==> config.mk <==
export PLATFORM = sky130hd
export DESIGN_NAME = hwpe_job_sequencer_flat
export DESIGN_NICKNAME = d
export VERILOG_FILES = /design/src/rtl/hwpe_job_sequencer_if.sv /design/src/rtl/hwpe_job_sequencer.sv /design/src/flat_wrapper.sv
export SDC_FILE = /design/constraint.sdc
export NUM_CORES = 1
export LEC_CHECK = 0
export BUFFER_PORTS_ARGS = -buffer_cell sky130_fd_sc_hd__buf_2
export CORE_UTILIZATION = 58
export CTS_BUF_LIST = sky130_fd_sc_hd__clkbuf_16
export CTS_CLUSTER_DIAMETER = 50
export CTS_CLUSTER_SIZE = 28
export DETAILED_ROUTE_END_ITERATION = 10
export PLACE_DENSITY = 0.8
export SYNTH_ARGS = -nofsm -noshare
export SYNTH_HDL_FRONTEND = slang
export SYNTH_SLANG_ARGS = --single-unit
==> constraint.sdc <==
create_clock -name clk_i -period 3 [get_ports clk_i]
set_input_delay 0.3 -clock clk_i [delete_from_list [all_inputs] [get_ports clk_i]]
set_output_delay 0.3 -clock clk_i [all_outputs]
set_load 0.03 [all_outputs]
==> src/rtl/hwpe_job_sequencer_if.sv <==
// hwpe_job_sequencer_if: control-slave and streamer handshake bundle around the job sequencer
interface hwpe_job_sequencer_if #(
  parameter int unsigned NB_OPERANDS   = 2,
  parameter int unsigned NB_SINKS      = 1,
  parameter int unsigned ITER_WIDTH    = 16,
  parameter int unsigned TIMEOUT_WIDTH = 20
);
  logic                     clear;
  logic                     start;
  logic [ITER_WIDTH-1:0]    n_iter;
  logic [TIMEOUT_WIDTH-1:0] timeout;
  logic [NB_OPERANDS-1:0]   source_ready;
  logic [NB_OPERANDS-1:0]   source_done;
  logic [NB_OPERANDS-1:0]   source_req_start;
  logic [NB_SINKS-1:0]      sink_ready;
  logic [NB_SINKS-1:0]      sink_done;
  logic [NB_SINKS-1:0]      sink_req_start;
  logic                     done;
  logic                     busy;
  logic                     error;
  logic [ITER_WIDTH-1:0]    iter_cnt;
  modport master (
    input  clear, start, n_iter, timeout, source_ready, source_done, sink_ready, sink_done,
    output source_req_start, sink_req_start, done, busy, error, iter_cnt
  );
  modport slave (
    output clear, start, n_iter, timeout, source_ready, source_done, sink_ready, sink_done,
    input  source_req_start, sink_req_start, done, busy, error, iter_cnt
  );
endinterface

==> src/rtl/hwpe_job_sequencer.sv <==
// hwpe_job_sequencer: runs n back-to-back streamer jobs per start pulse, each guarded by a watchdog
module hwpe_job_sequencer #(
  parameter int unsigned NB_OPERANDS   = 2,
  parameter int unsigned NB_SINKS      = 1,
  parameter int unsigned ITER_WIDTH    = 16,
  parameter int unsigned TIMEOUT_WIDTH = 20
) (
  input logic                  clk_i,
  input logic                  rst_ni,
  hwpe_job_sequencer_if.master bus
);
  typedef enum logic [2:0] {IDLE, ARM, LAUNCH, RUN, NEXT, FINISH} state_e;
  state_e                   state_q, state_d;
  logic [ITER_WIDTH-1:0]    n_iter_q, iter_q;
  logic [TIMEOUT_WIDTH-1:0] timeout_q, wd_q;
  logic [NB_OPERANDS-1:0]   src_cap_q;
  logic [NB_SINKS-1:0]      snk_cap_q;
  logic                     req_q, done_q, error_q;
  logic                     all_done, wd_hit, last_job;
  always_comb begin
    all_done = &{src_cap_q | bus.source_done, snk_cap_q | bus.sink_done};
    wd_hit   = (timeout_q != '0) && (wd_q == timeout_q - TIMEOUT_WIDTH'(1));
    last_job = (iter_q + ITER_WIDTH'(1)) == n_iter_q;
    state_d  = state_q;
    unique case (state_q)
      IDLE:    state_d = !bus.start ? IDLE : (bus.n_iter == '0 ? FINISH : ARM);
      ARM:     state_d = &{bus.source_ready, bus.sink_ready} ? LAUNCH : ARM;
      LAUNCH:  state_d = RUN;
      RUN:     state_d = all_done ? NEXT : (wd_hit ? FINISH : RUN);
      NEXT:    state_d = last_job ? FINISH : ARM;
      FINISH:  state_d = IDLE;
      default: state_d = IDLE;
    endcase
  end
  always_ff @(posedge clk_i or negedge rst_ni)
    if (!rst_ni) state_q <= IDLE;
    else         state_q <= bus.clear ? IDLE : state_d;
  // clear abandons the sequence silently: done_q is wiped along with everything else
  always_ff @(posedge clk_i or negedge rst_ni)
    if (!rst_ni) begin
      n_iter_q  <= '0;
      timeout_q <= '0;
      iter_q    <= '0;
      wd_q      <= '0;
      src_cap_q <= '0;
      snk_cap_q <= '0;
      req_q     <= 1'b0;
      done_q    <= 1'b0;
      error_q   <= 1'b0;
    end else if (bus.clear) begin
      n_iter_q  <= '0;
      timeout_q <= '0;
      iter_q    <= '0;
      wd_q      <= '0;
      src_cap_q <= '0;
      snk_cap_q <= '0;
      req_q     <= 1'b0;
      done_q    <= 1'b0;
      error_q   <= 1'b0;
    end else begin
      if (state_q == IDLE && bus.start) begin
        n_iter_q  <= bus.n_iter;
        timeout_q <= bus.timeout;
        iter_q    <= '0;
        error_q   <= 1'b0;
      end
      if (state_q == LAUNCH) begin
        src_cap_q <= '0;
        snk_cap_q <= '0;
        wd_q      <= '0;
      end
      if (state_q == RUN) begin
        src_cap_q <= src_cap_q | bus.source_done;
        snk_cap_q <= snk_cap_q | bus.sink_done;
        wd_q      <= &wd_q ? wd_q : wd_q + TIMEOUT_WIDTH'(1);
        if (!all_done && wd_hit) error_q <= 1'b1;
      end
      if (state_q == NEXT) iter_q <= iter_q + ITER_WIDTH'(1);
      req_q  <= state_d == LAUNCH;
      done_q <= state_q == FINISH;
    end
  assign bus.source_req_start = {NB_OPERANDS{req_q}};
  assign bus.sink_req_start   = {NB_SINKS{req_q}};
  assign bus.done             = done_q;
  assign bus.busy             = state_q != IDLE;
  assign bus.error            = error_q;
  assign bus.iter_cnt         = iter_q;
endmodule
==> src/flat_wrapper.sv <==
// flat-port wrapper written by rule: the top's interface ports become plain ports
module hwpe_job_sequencer_flat 
#(
  parameter int unsigned NB_OPERANDS   = 2,
  parameter int unsigned NB_SINKS      = 1,
  parameter int unsigned ITER_WIDTH    = 16,
  parameter int unsigned TIMEOUT_WIDTH = 20
)
  (clk_i, rst_ni, bus_clear, bus_start, bus_n_iter, bus_timeout, bus_source_ready, bus_source_done, bus_sink_ready, bus_sink_done, bus_source_req_start, bus_sink_req_start, bus_done, bus_busy, bus_error, bus_iter_cnt);
  hwpe_job_sequencer_if #(.NB_OPERANDS(NB_OPERANDS), .NB_SINKS(NB_SINKS), .ITER_WIDTH(ITER_WIDTH), .TIMEOUT_WIDTH(TIMEOUT_WIDTH)) bus_i ();
  input logic clk_i;
  input logic rst_ni;
  input wire logic [$bits(bus_i.clear)-1:0] bus_clear;
  input wire logic [$bits(bus_i.start)-1:0] bus_start;
  input wire logic [$bits(bus_i.n_iter)-1:0] bus_n_iter;
  input wire logic [$bits(bus_i.timeout)-1:0] bus_timeout;
  input wire logic [$bits(bus_i.source_ready)-1:0] bus_source_ready;
  input wire logic [$bits(bus_i.source_done)-1:0] bus_source_done;
  input wire logic [$bits(bus_i.sink_ready)-1:0] bus_sink_ready;
  input wire logic [$bits(bus_i.sink_done)-1:0] bus_sink_done;
  output wire logic [$bits(bus_i.source_req_start)-1:0] bus_source_req_start;
  output wire logic [$bits(bus_i.sink_req_start)-1:0] bus_sink_req_start;
  output wire logic [$bits(bus_i.done)-1:0] bus_done;
  output wire logic [$bits(bus_i.busy)-1:0] bus_busy;
  output wire logic [$bits(bus_i.error)-1:0] bus_error;
  output wire logic [$bits(bus_i.iter_cnt)-1:0] bus_iter_cnt;
  assign bus_i.clear = bus_clear;
  assign bus_i.start = bus_start;
  assign bus_i.n_iter = bus_n_iter;
  assign bus_i.timeout = bus_timeout;
  assign bus_i.source_ready = bus_source_ready;
  assign bus_i.source_done = bus_source_done;
  assign bus_i.sink_ready = bus_sink_ready;
  assign bus_i.sink_done = bus_sink_done;
  assign bus_source_req_start = bus_i.source_req_start;
  assign bus_sink_req_start = bus_i.sink_req_start;
  assign bus_done = bus_i.done;
  assign bus_busy = bus_i.busy;
  assign bus_error = bus_i.error;
  assign bus_iter_cnt = bus_i.iter_cnt;
  hwpe_job_sequencer #(.NB_OPERANDS(NB_OPERANDS), .NB_SINKS(NB_SINKS), .ITER_WIDTH(ITER_WIDTH), .TIMEOUT_WIDTH(TIMEOUT_WIDTH)) u_core (.clk_i(clk_i), .rst_ni(rst_ni), .bus(bus_i));
endmodule
==> impl_metrics.toml <==
[outcome]
outcome = "complete, no violations"

[synthesis]
synthSimpleGateAreaFrac_pct = 25.9
synth.avg_cell_area_sq_um = 8.36
synthXorXnorAreaFrac_pct = 8.34
synth_compound_area_share_pct = 19.3
synthArstFlopShare_pct = 100
synthMuxAreaShare_pct = 0.397
synth_fp_nets = 653
yosys.area_share.adder_pct = 0.992
syn_area_sq_um = 5040
ys_ff_latch = 81
synth_cells = 603
synth_edf_count = 0
synth_ff_type = "dfrtp_1"
synth_top_family_by_area = "simple AND/OR/NAND/NOR gates"
ys_seq_area_share_pct = 40.2
yosysWarningCount = 0
synth_cell_types = 70

[worst_hold_path]
hold_path_class = "in2async"

[sta]
slew_headroom_pct = 32.2
fmax_mhz = 389
hold_violations = 0
period_share_pct = 85.7
worst_pin_slew_ns = 1.02
setup_viol = 0
fin_setup_tns_ns = 0
rsz0062_at_grt = "false"
fin_crit_ns = 2.57
slew_violations = 0
finalClockSkew_ns = 0.00812

[global_routing]
grt_max_degree = 82
grt_pass1_vias = 4307
top_usage_layer = "met1"
grt_use_met1_pct = 45.4
grt_use_met2_pct = 44.2
met3_usage_pct = 4.63
grt_pass1_wl_um = 21100
grt.total_usage_pct = 30.3
antenna_found_initial = 0
grt-ovfl-total = 0

[pwr]
p_leak_nw = 2.46
vdd_drop_max_mv = 0.275
power.density_nw_per_um2 = 475

[final_layout]
nets = 694
diodes = 0
drive_above_1_share_pct = 15.9
filler_cell_count = 681
area_growth_syn_to_layout_pct = 12.0
multi_input_area_sq_um = 2770
finalNonFillerCells = 753
final-seq-area_sq_um = 2030

[route]
vias = 4720
routedWlPerCell_um = 17.2
wl_um = 12900
vias_per_cell = 6.27
firstDrtPassIters = 5
remaining_drc_errors = 0
drtAntennaViolNets = 0
drtIter0Drc = 411

[floorplan]
start_util_pct = 60.8
rows = 33
ios = 68
die_x_um = 95.3
die_h_um = 95.3
coreArea_sq_um = 8300
die_area_sq_um = 9070

[cts]
post_cts_buffers = 0
hold_buffers = 0
clkSinkCount = 81
cts_buffers = 9
clockRootBuffer = "clkbuf_16"
clkLatencyLatePin_ns = 0.34
cts_resized = 0
htree_levels = 3
clockBufferDepth = 2
cts_tree = "done"
clkTransAtPathRegs_ns = 0.06

[placement]
dp_hpwl_um = 9060
dp.cells = 738
portBuffers = 67
place_congestion = 0.951

[critical_path]
crit_path_max_incr_delay_ns = 0.55
cp_max_fo = 8
crit_path_top_delay_cell = "nor4_1"
cp.buffers_inverters = 0
cp.required_ns = 3.26
crit_path_end_kind = "flop"
worst_setup_path_start_kind = "flop"
critical_path_class = "reg2reg"
crit_path_cell_trace = "ha_1, nand4_1, nor4_1, xnor2_1, a21oi_1, a211oi_1, a41oi_1, o22ai_2"
critPathTopFamily = "simple AND/OR/NAND/NOR gates"
arrival_ns = 2.83

[job]
max_cap_viol_count = 0
-- report_power, final --
group / internal (W) / switching (W)
Sequential: 0.00112 / 0.0000451
Combinational: 0.000144 / 0.000221
Clock: 0.000714 / 0.000435
-- layer usage --
metal	part of all wire [%]	wire, um
met1	46	5950
met2	44	5740
met3	7.8	1010
met4	1.7	225
met5	0	0
-- final cells by class --
| cell class | instances | area share [%] |
|---|---|---|
| flip-flops and latches | 81 | 35.9 |
| clock inverters | 6 | 1.35 |
| clock buffers | 9 | 3.99 |
| inverters | 9 | 0.598 |
| multi-input cells | 470 | 49.1 |
| repair buffers | 73 | 6.78 |
| well taps | 105 | 2.33 |
-- Yosys cell counts, drive strengths merged, types with 3 or more instances --
cell,instances,share of area (%)
and3,10,1.3
and2,5,0.62
nand4,14,1.7
a211o,3,0.55
o311ai,5,0.87
a21oi,58,5.8
a211oi,6,0.99
nor4b,6,1.0
or4,5,0.89
o41ai,3,0.52
xnor2,31,5.4
or2,4,0.50
nor2b,3,0.37
clkbuf,30,2.6
ha,4,0.99
dfrtp,81,40
nor4,15,2.3
a31oi,8,0.99
nor2,51,3.8
and4,4,0.69
nand2,100,7.4
nor3,9,0.99
xor2,17,3.0
a21o,4,0.60
buf,12,1.4
o21ai,37,3.7
nand3,21,2.1
nand3b,6,0.89
inv,9,0.67
o22ai,3,0.50
o31ai,10,1.5
-- kinds of logic (layout without fill, tap and decap cells) --
family / after synthesis / count (layout)
adders and majority gates: 4 / 4
DFF: 81 / 81
buffers and inverters: 52 / 97
and+or+nand+nor: 261 / 261
xor gates and xnor gates: 48 / 48
AOI/OAI and AO/OA: 155 / 155
muxes: 2 / 2
-- layout by cell type, fill, tap and decap left out, drive strengths merged, types with 5 or more instances in the layout --
cell type,synthesis,routed
a211oi,6,6
a21oi,58,58
a31oi,8,8
and2,5,5
and3,10,10
buf,12,73
clkbuf,30,9
dfrtp,81,81
inv,9,11
nand2,100,100
nand3,21,21
nand3b,6,6
nand4,14,14
nor2,51,51
nor3,9,9
nor4,15,15
nor4b,6,6
o21ai,37,37
o311ai,5,5
o31ai,10,10
or4,5,5
xnor2,31,31
xor2,17,17
-- sequential cells by signal, indices dropped and copies added (netlist names) --
register / cells
u_core.bus.sink_req_start: 1
u_core.bus.done: 1
u_core.src_cap_q: 2
u_core.timeout_q: 20
u_core.wd_q: 20
u_core.state_q: 3
u_core.bus.iter_cnt: 16
u_core.n_iter_q: 16
u_core.bus.error: 1
u_core.snk_cap_q: 1
-- stage by stage --
stage / setup WS, ns / area [sq um] / hold slack [ns] / utilization (%) / power [W]
after floorplan: 0.737 / 5040 / 0.00441 / - / 0.00143
after CTS: 0.518 / 5650 / 0.179 / 68.1 / 0.00268
after global placement: 0.573 / 5350 / 0.476 / 64.4 / 0.00153
after detailed placement: 0.551 / 5350 / 0.495 / 64.4 / 0.00155
final: 0.430 / 5650 / 0.123 / 68.1 / 0.00268
after global routing: 0.200 / 5650 / 0.198 / 68.1 / 0.00277
-- final timing paths --
check / from / endpoint / slack (ns) / cells past startpoint
min in group clk_i: bus_timeout[6] / u_core.timeout_q[6] / 0.19 / 3
min reg2reg: u_core.src_cap_q[0] / u_core.src_cap_q[0] / 0.51 / 2
max in group asynchronous: rst_ni / u_core.timeout_q[2] / 2.21 / 1
max reg2reg: u_core.bus.iter_cnt[0] / u_core.state_q[2] / 0.43 / 8
max: u_core.bus.iter_cnt[0] / u_core.state_q[2] / 0.43 / 8
min: rst_ni / u_core.bus.iter_cnt[1] / 0.12 / 1
(Power assumes the default switching activity.)
